[src/rtl/adventure_pkg.sv]
// Shared screen geometry, direction codes and FSM state encoding for the room
// collision probe and its helpers.
package adventure_pkg;

    localparam int H_ACTIVE = 640;
    localparam int V_ACTIVE = 480;

    localparam logic [7:0] FREE_COLOUR = 8'hFE;

    typedef enum logic [1:0] {
        DIR_UP    = 2'd0,
        DIR_DOWN  = 2'd1,
        DIR_LEFT  = 2'd2,
        DIR_RIGHT = 2'd3
    } dir_e;

    typedef enum logic [2:0] {
        ST_IDLE  = 3'd0,
        ST_CALC  = 3'd1,
        ST_PROBE = 3'd2,
        ST_DRAIN = 3'd3,
        ST_DONE  = 3'd4
    } probe_state_e;

endpackage

[src/rtl/room_collision_probe_if.sv]
// Player-request and room-map signals of the collision probe; the slave
// modport is the probe itself, the master modport is the surrounding logic.
interface room_collision_probe_if;

    logic       move_req;
    logic [1:0] dir;
    logic [7:0] wall;
    logic [7:0] mapData;
    logic [9:0] CurrentX;
    logic [8:0] CurrentY;
    logic [9:0] player_x;
    logic [8:0] player_y;
    logic       busy;
    logic       move_ack;
    logic       move_ok;

    modport master (
        output move_req, dir, wall, mapData,
        input  CurrentX, CurrentY, player_x, player_y, busy, move_ack, move_ok
    );

    modport slave (
        input  move_req, dir, wall, mapData,
        output CurrentX, CurrentY, player_x, player_y, busy, move_ack, move_ok
    );

endinterface

[src/rtl/probe_point_gen.sv]
// Maps a candidate box origin and probe index to a screen coordinate:
// indices 0..3 are TL/TR/BL/BR corners, 4..7 are top/bottom/left/right midpoints.
module probe_point_gen #(
    parameter int PLAYER_SIZE = 16
) (
    input  logic [9:0] i_cx,
    input  logic [8:0] i_cy,
    input  logic [2:0] i_idx,
    output logic [9:0] o_x,
    output logic [8:0] o_y
);

    localparam logic [9:0] X_FULL = 10'(PLAYER_SIZE - 1);
    localparam logic [9:0] X_HALF = 10'(PLAYER_SIZE / 2);
    localparam logic [8:0] Y_FULL = 9'(PLAYER_SIZE - 1);
    localparam logic [8:0] Y_HALF = 9'(PLAYER_SIZE / 2);

    logic [9:0] w_off_x;
    logic [8:0] w_off_y;

    // Offset of the selected probe point from the box origin
    always_comb begin
        case (i_idx)
            3'd0:    begin w_off_x = 10'd0;  w_off_y = 9'd0;   end
            3'd1:    begin w_off_x = X_FULL; w_off_y = 9'd0;   end
            3'd2:    begin w_off_x = 10'd0;  w_off_y = Y_FULL; end
            3'd3:    begin w_off_x = X_FULL; w_off_y = Y_FULL; end
            3'd4:    begin w_off_x = X_HALF; w_off_y = 9'd0;   end
            3'd5:    begin w_off_x = X_HALF; w_off_y = Y_FULL; end
            3'd6:    begin w_off_x = 10'd0;  w_off_y = Y_HALF; end
            3'd7:    begin w_off_x = X_FULL; w_off_y = Y_HALF; end
            default: begin w_off_x = 10'd0;  w_off_y = 9'd0;   end
        endcase
    end

    assign o_x = i_cx + w_off_x;
    assign o_y = i_cy + w_off_y;

endmodule

[src/rtl/room_collision_probe.sv]
// Player position owner: probes the candidate box against the room map and
// commits axis-aligned moves. ROOM_PROBE_MID_EN adds four edge-midpoint probes.
module room_collision_probe
    import adventure_pkg::*;
#(
    parameter int START_X     = 320,
    parameter int START_Y     = 240,
    parameter int PLAYER_SIZE = 16,
    parameter int STEP        = 4
) (
    input  logic                   clk_vga,
    input  logic                   rst,
    room_collision_probe_if.slave  bus
);

`ifdef ROOM_PROBE_MID_EN
    localparam int NUM_PROBES = 8;
`else
    localparam int NUM_PROBES = 4;
`endif
    localparam logic [2:0]        LAST_IDX = 3'(NUM_PROBES - 1);
    localparam logic signed [10:0] L_STEP  = 11'(STEP);
    localparam logic signed [10:0] L_SPAN  = 11'(PLAYER_SIZE - 1);
    localparam logic signed [10:0] L_XMAX  = 11'(H_ACTIVE - 1);
    localparam logic signed [10:0] L_YMAX  = 11'(V_ACTIVE - 1);

    probe_state_e r_state, w_state_nxt;
    dir_e         r_dir, w_dir_nxt;
    logic [2:0]   r_idx, w_idx_nxt;
    logic [9:0]   r_cx, w_cx_nxt, r_cur_x, w_cur_x_nxt, r_px, w_px_nxt;
    logic [8:0]   r_cy, w_cy_nxt, r_cur_y, w_cur_y_nxt, r_py, w_py_nxt;
    logic         r_oob, w_oob_nxt, r_hit, w_hit_nxt;
    logic         r_busy, w_busy_nxt, r_ack, w_ack_nxt, r_ok, w_ok_nxt;

    logic signed [10:0] w_px_s, w_py_s, w_cand_x, w_cand_y;
    logic               w_oob, w_sample;
    logic [9:0]         w_gen_cx, w_gen_x;
    logic [8:0]         w_gen_cy, w_gen_y;
    logic [2:0]         w_gen_idx;

    assign w_px_s   = $signed({1'b0, r_px});
    assign w_py_s   = $signed({2'b00, r_py});
    assign w_sample = (bus.mapData == bus.wall);

    // Candidate origin and off-screen test, signed so moves past 0 go negative
    always_comb begin
        case (r_dir)
            DIR_UP:    begin w_cand_x = w_px_s;          w_cand_y = w_py_s - L_STEP; end
            DIR_DOWN:  begin w_cand_x = w_px_s;          w_cand_y = w_py_s + L_STEP; end
            DIR_LEFT:  begin w_cand_x = w_px_s - L_STEP; w_cand_y = w_py_s;          end
            DIR_RIGHT: begin w_cand_x = w_px_s + L_STEP; w_cand_y = w_py_s;          end
            default:   begin w_cand_x = w_px_s;          w_cand_y = w_py_s;          end
        endcase
        w_oob = (w_cand_x < 11'sd0) || (w_cand_y < 11'sd0) ||
                ((w_cand_x + L_SPAN) > L_XMAX) || ((w_cand_y + L_SPAN) > L_YMAX);
    end

    // CALC feeds the fresh candidate for point 0; PROBE looks one point ahead
    always_comb begin
        if (r_state == ST_CALC) begin
            w_gen_cx  = w_cand_x[9:0];
            w_gen_cy  = w_cand_y[8:0];
            w_gen_idx = 3'd0;
        end else begin
            w_gen_cx  = r_cx;
            w_gen_cy  = r_cy;
            w_gen_idx = r_idx + 3'd1;
        end
    end

    probe_point_gen #(.PLAYER_SIZE(PLAYER_SIZE)) u_point_gen (
        .i_cx  (w_gen_cx),
        .i_cy  (w_gen_cy),
        .i_idx (w_gen_idx),
        .o_x   (w_gen_x),
        .o_y   (w_gen_y)
    );

    // FSM state register
    always_ff @(posedge clk_vga) begin
        if (rst) begin
            r_state <= ST_IDLE;
        end else begin
            r_state <= w_state_nxt;
        end
    end

    // FSM next-state logic; requests outside IDLE are dropped
    always_comb begin
        case (r_state)
            ST_IDLE:  w_state_nxt = bus.move_req ? ST_CALC : ST_IDLE;
            ST_CALC:  w_state_nxt = ST_PROBE;
            ST_PROBE: w_state_nxt = (r_idx == LAST_IDX) ? ST_DRAIN : ST_PROBE;
            ST_DRAIN: w_state_nxt = ST_DONE;
            ST_DONE:  w_state_nxt = ST_IDLE;
            default:  w_state_nxt = ST_IDLE;
        endcase
    end

    // FSM output logic: next values of every datapath and output register
    always_comb begin
        w_dir_nxt   = r_dir;
        w_idx_nxt   = r_idx;
        w_cx_nxt    = r_cx;
        w_cy_nxt    = r_cy;
        w_oob_nxt   = r_oob;
        w_hit_nxt   = r_hit;
        w_cur_x_nxt = r_cur_x;
        w_cur_y_nxt = r_cur_y;
        w_px_nxt    = r_px;
        w_py_nxt    = r_py;
        w_busy_nxt  = 1'b0;
        w_ack_nxt   = 1'b0;
        w_ok_nxt    = 1'b0;
        case (r_state)
            ST_IDLE: begin
                if (bus.move_req) begin
                    w_dir_nxt  = dir_e'(bus.dir);
                    w_busy_nxt = 1'b1;
                end else begin
                    w_busy_nxt = 1'b0;
                end
            end
            ST_CALC: begin
                w_busy_nxt  = 1'b1;
                w_idx_nxt   = 3'd0;
                w_cx_nxt    = w_cand_x[9:0];
                w_cy_nxt    = w_cand_y[8:0];
                w_oob_nxt   = w_oob;
                w_hit_nxt   = 1'b0;
                w_cur_x_nxt = w_gen_x;
                w_cur_y_nxt = w_gen_y;
            end
            ST_PROBE: begin
                w_busy_nxt = 1'b1;
                w_idx_nxt  = r_idx + 3'd1;
                // mapData lags the address by a cycle, so the first probe cycle has nothing to sample
                if (r_idx != 3'd0) begin
                    w_hit_nxt = r_hit | w_sample;
                end else begin
                    w_hit_nxt = r_hit;
                end
                if (r_idx != LAST_IDX) begin
                    w_cur_x_nxt = w_gen_x;
                    w_cur_y_nxt = w_gen_y;
                end else begin
                    w_cur_x_nxt = r_cur_x;
                    w_cur_y_nxt = r_cur_y;
                end
            end
            ST_DRAIN: begin
                w_hit_nxt = r_hit | w_sample;
                w_ack_nxt = 1'b1;
                w_ok_nxt  = ~(r_hit | w_sample) & ~r_oob;
                if (w_ok_nxt) begin
                    w_px_nxt = r_cx;
                    w_py_nxt = r_cy;
                end else begin
                    w_px_nxt = r_px;
                    w_py_nxt = r_py;
                end
            end
            ST_DONE: begin
                w_busy_nxt = 1'b0;
            end
            default: begin
                w_busy_nxt = 1'b0;
            end
        endcase
    end

    // Datapath and output registers
    always_ff @(posedge clk_vga) begin
        if (rst) begin
            r_dir   <= DIR_UP;
            r_idx   <= 3'd0;
            r_cx    <= 10'd0;
            r_cy    <= 9'd0;
            r_oob   <= 1'b0;
            r_hit   <= 1'b0;
            r_cur_x <= 10'd0;
            r_cur_y <= 9'd0;
            r_px    <= 10'(START_X);
            r_py    <= 9'(START_Y);
            r_busy  <= 1'b0;
            r_ack   <= 1'b0;
            r_ok    <= 1'b0;
        end else begin
            r_dir   <= w_dir_nxt;
            r_idx   <= w_idx_nxt;
            r_cx    <= w_cx_nxt;
            r_cy    <= w_cy_nxt;
            r_oob   <= w_oob_nxt;
            r_hit   <= w_hit_nxt;
            r_cur_x <= w_cur_x_nxt;
            r_cur_y <= w_cur_y_nxt;
            r_px    <= w_px_nxt;
            r_py    <= w_py_nxt;
            r_busy  <= w_busy_nxt;
            r_ack   <= w_ack_nxt;
            r_ok    <= w_ok_nxt;
        end
    end

    assign bus.CurrentX = r_cur_x;
    assign bus.CurrentY = r_cur_y;
    assign bus.player_x = r_px;
    assign bus.player_y = r_py;
    assign bus.busy     = r_busy;
    assign bus.move_ack = r_ack;
    assign bus.move_ok  = r_ok;

endmodule

[src/flat_wrapper.sv]
// flat-port wrapper written by rule: the top's interface ports become plain ports
module room_collision_probe_flat import adventure_pkg::*;
#(
    parameter int START_X     = 320,
    parameter int START_Y     = 240,
    parameter int PLAYER_SIZE = 16,
    parameter int STEP        = 4
)
  (clk_vga, rst, bus_move_req, bus_dir, bus_wall, bus_mapData, bus_CurrentX, bus_CurrentY, bus_player_x, bus_player_y, bus_busy, bus_move_ack, bus_move_ok);
  room_collision_probe_if bus_i ();
  input  logic clk_vga;
  input  logic rst;
  input wire logic [$bits(bus_i.move_req)-1:0] bus_move_req;
  input wire logic [$bits(bus_i.dir)-1:0] bus_dir;
  input wire logic [$bits(bus_i.wall)-1:0] bus_wall;
  input wire logic [$bits(bus_i.mapData)-1:0] bus_mapData;
  output wire logic [$bits(bus_i.CurrentX)-1:0] bus_CurrentX;
  output wire logic [$bits(bus_i.CurrentY)-1:0] bus_CurrentY;
  output wire logic [$bits(bus_i.player_x)-1:0] bus_player_x;
  output wire logic [$bits(bus_i.player_y)-1:0] bus_player_y;
  output wire logic [$bits(bus_i.busy)-1:0] bus_busy;
  output wire logic [$bits(bus_i.move_ack)-1:0] bus_move_ack;
  output wire logic [$bits(bus_i.move_ok)-1:0] bus_move_ok;
  assign bus_i.move_req = bus_move_req;
  assign bus_i.dir = bus_dir;
  assign bus_i.wall = bus_wall;
  assign bus_i.mapData = bus_mapData;
  assign bus_CurrentX = bus_i.CurrentX;
  assign bus_CurrentY = bus_i.CurrentY;
  assign bus_player_x = bus_i.player_x;
  assign bus_player_y = bus_i.player_y;
  assign bus_busy = bus_i.busy;
  assign bus_move_ack = bus_i.move_ack;
  assign bus_move_ok = bus_i.move_ok;
  room_collision_probe #(.START_X(START_X), .START_Y(START_Y), .PLAYER_SIZE(PLAYER_SIZE), .STEP(STEP)) u_core (.clk_vga(clk_vga), .rst(rst), .bus(bus_i));
endmodule
[config.mk]
export PLATFORM = sky130hd
export DESIGN_NAME = room_collision_probe_flat
export DESIGN_NICKNAME = d
export VERILOG_FILES = /design/src/rtl/adventure_pkg.sv /design/src/rtl/room_collision_probe_if.sv /design/src/rtl/probe_point_gen.sv /design/src/rtl/room_collision_probe.sv /design/src/flat_wrapper.sv
export SDC_FILE = /design/constraint.sdc
export NUM_CORES = 1
export LEC_CHECK = 0
export ABC_AREA = 1
export BUFFER_PORTS_ARGS = -buffer_cell sky130_fd_sc_hd__buf_2
export CAP_MARGIN = 20
export CORE_MARGIN = 1.5
export CORE_UTILIZATION = 53
export CTS_BUF_LIST = sky130_fd_sc_hd__clkbuf_8
export DETAILED_ROUTE_END_ITERATION = 12
export GPL_ROUTABILITY_DRIVEN = 0
export PLACE_DENSITY = 0.76
export SYNTH_ARGS = -nofsm -noshare
export SYNTH_HDL_FRONTEND = slang
export SYNTH_SLANG_ARGS = --single-unit
[constraint.sdc]
create_clock -name clk_vga -period 4.1 [get_ports clk_vga]
set_clock_uncertainty 0.2 [all_clocks]
set_input_delay 0.205 -clock clk_vga [delete_from_list [all_inputs] [get_ports clk_vga]]
set_output_delay 0.205 -clock clk_vga [all_outputs]
set_load 0.05 [all_outputs]
==> impl_metrics.yaml <==
placed_design:
  dp.final_hpwl_um: 7800
  dpl_cell_area_um2: 4842
  place_ws_ns: 0.5702
  place_inst: 832
  port_buffers: 61
pwr:
  worst_ir_drop_vdd_mv: 0.3153
  cellPowerDensity_nw_per_um2: 367.1
  leakage_nw: 2.637
run_status:
  status: "finished clean"
worst_setup_path:
  cp-start-kind: "register"
  cp.required_ns: 4.14
  path_class: "reg -> reg"
  critPathCaptureType: "register"
  path_max_fanout: 6
  cp_data_arrival_time_ns: 3.59
drt:
  wire_per_inst_um: 12.33
  drt_pre_antenna_iters: 5
  drt_iter0_drc: 194
  drc: 0
  vias: 4357
  wl_um: 10470
  ant_nets: 0
  viasPerCell: 5.132
sta:
  max_freq_mhz: 281.8
  setup_viol: 0
  fin_crit_ns: 3.549
  tns_ns: 0
  hold_viol_final: 0
  fin_hold_ws_ns: 0.07014
  period_share: 0.8655
  rsz0062_at_grt: "no"
  drv_slew: 0
  tightest_slew_ns: 0.5583
  setup_ws_ns: 0.5514
  relSlewSlack: 0.6278
synthesis:
  syn_area_per_cell_um2: 6.520
  synth_flop_cell: "dfxtp_1"
  postSynth.asyncResetShare: 0
  synth.distinct_cells: 41
  synth_edf_count: 0
  synthesis.area_um2: 4447
  synth_seq_cells: 70
  yosys_warnings: 0
  yosysSeqAreaShare: 0.3151
  synth_fp_nets: 731
  netlist_instances: 682
finish:
  drive_gt1_frac: 0.1532
  fill_cells: 759
  final_cell_mix: "nand2_1 (157), inv_1 (98), nor2_1 (75)"
  layout.nets: 790
  insertedDiodeCount: 0
  final-instance-count-excl-fill: 849
  final_common_cell: "nand2_1"
  multi_input_area_um2: 2552
  fin_area_um2: 5066
  ff_latch_area_um2: 1401
  area.growth.synth_to_final_pct: 13.93
global_routing:
  antenna_found_initial: 0
  grt_pass1_wl_um: 17620
  grt_usage: 0.2470
  grt_pass1_vias: 3969
  grt_start_max_net_pins: 35
  overflow: 0
cts:
  cts_buffer_depth: 2
  clock_latency_ns: 0.35
  clk_pin_slew_ns: 0.07
  clock_sinks: 70
  htreeDepth: 3
  cts_tree: "done"
  cts_buffers: 9
  cts_root_buf: "clkbuf_8"
floorplanning:
  initial_core_util: 0.5439
  num_rows: 33
  die_w_um: 94.60
  io_pins: 62
  core_area_um2: 8175
  die_y_um: 94.60
  dieArea_um2: 8948
run:
  maxCapViolCount: 0
min_path:
  hp-class: "in -> reg"
==> per-layer routing <==
| metal | part of all wire | global-route usage |
|---|---|---|
| met1 | 0.49 | 0.3396 |
| met2 | 0.44 | 0.3891 |
| met3 | 0.055 | 0.05314 |
| met4 | 0.010 | 0.07090 |
| met5 | 0 | 0 |
==> worst max-delay path: stages (launching register included) <==
cell	delay (ns)
dfxtp_1	0.42
inv_1	0.11
ha_1	0.36
inv_1	0.10
a21oi_1	0.20
o21ai_0	0.20
inv_1	0.15
ha_1	0.19
inv_1	0.05
fa_1	0.40
o31ai_1	0.32
inv_1	0.11
nor3_2	0.18
and2_1	0.19
nand2_1	0.06
nand2_1	0.06
nand3_1	0.06
nand2_1	0.06
inv_1	0.04
==> synth_stat cells (2+ instances only) <==
library cell	number	area, µm²
a211oi_1	2	15.01
a21boi_1	2	15.01
a21oi_1	40	200.2
and2_1	2	12.51
buf_2	3	15.01
clkbuf_1	13	48.80
dfxtp_1	70	1401
fa_1	3	60.06
ha_1	25	312.8
inv_1	96	360.4
inv_2	10	37.54
nand2_1	157	589.3
nand2_2	3	18.77
nand3_1	56	280.3
nand4_1	5	31.28
nor2_1	75	281.5
nor2_2	5	31.28
nor3_1	5	25.02
o211ai_1	5	37.54
o21ai_0	45	225.2
o21ai_1	8	40.04
o21ai_2	4	35.03
o21bai_1	7	52.55
o22ai_1	2	12.51
or2_2	10	62.56
xnor2_1	8	70.07
xor2_1	7	61.31
==> metrics by stage <==
step | power, mW | utilization
2_1_floorplan | 1.196 | -
3_3_place_gp | 1.298 | 0.5889
3_5_place_dp | 1.315 | 0.5923
4_1_cts | 1.863 | 0.6178
5_1_grt | 1.963 | 0.6197
6_report | 1.860 | 0.6197
==> sequential cells by signal, summed over array words and instances, names as in the netlist, 2 cells and up <==
signal / flops
u_core.r_dir: 2
u_core.r_cx: 10
u_core.r_cy: 9
u_core.r_idx: 3
u_core.bus.CurrentY: 9
u_core.bus.player_x: 10
u_core.bus.CurrentX: 10
u_core.r_state: 3
u_core.bus.player_y: 9
==> report_power, final <==
part	internal, mW	switching (mW)	total (mW)
logic	0.173	0.377	0.550
clock network	0.303	0.245	0.548
registers	0.730	0.0323	0.762
total	1.21	0.654	1.86
==> cell families (layout without fill, tap and decap cells) <==
logic type | count (synthesis) | after routing | share of synthesized area
AO/OA/AOI/OAI | 121 | 121 | 0.1559
XOR/XNOR | 15 | 15 | 0.02955
adder cells (fa/ha/maj) | 28 | 28 | 0.08385
buffers and inverters | 127 | 189 | 0.1109
flip-flops | 70 | 70 | 0.3151
AND/OR/NAND/NOR | 321 | 321 | 0.3047
==> worst paths after layout <==
path / startpoint / end / slack, ns / cells after the start
setup / recovery: u_core.r_idx[0] / u_core.bus.CurrentY[8] / 0.55 / 18
hold / removal: bus_move_req / u_core.r_state[0] / 0.07 / 5
setup reg to reg: u_core.r_idx[0] / u_core.bus.CurrentY[8] / 0.55 / 18
hold reg to reg: u_core.r_cy[2] / u_core.r_cy[2] / 0.27 / 2
==> cell type report <==
cell class,instances,share of cell area
well taps,105,0.02593
clock buffers,11,0.02988
repair buffers,68,0.07706
clock inverters,3,0.007409
flip-flops and latches,70,0.2766
inverters,107,0.07928
multi-input cells,485,0.5038
==> what timing repair did <==
action	in CTS	in global routing
hold buffers	2	0
endpoints found under the hold margin	2	0
gates resized for setup	0	0
buffers inserted	0	0
(Power assumes the default switching activity.)
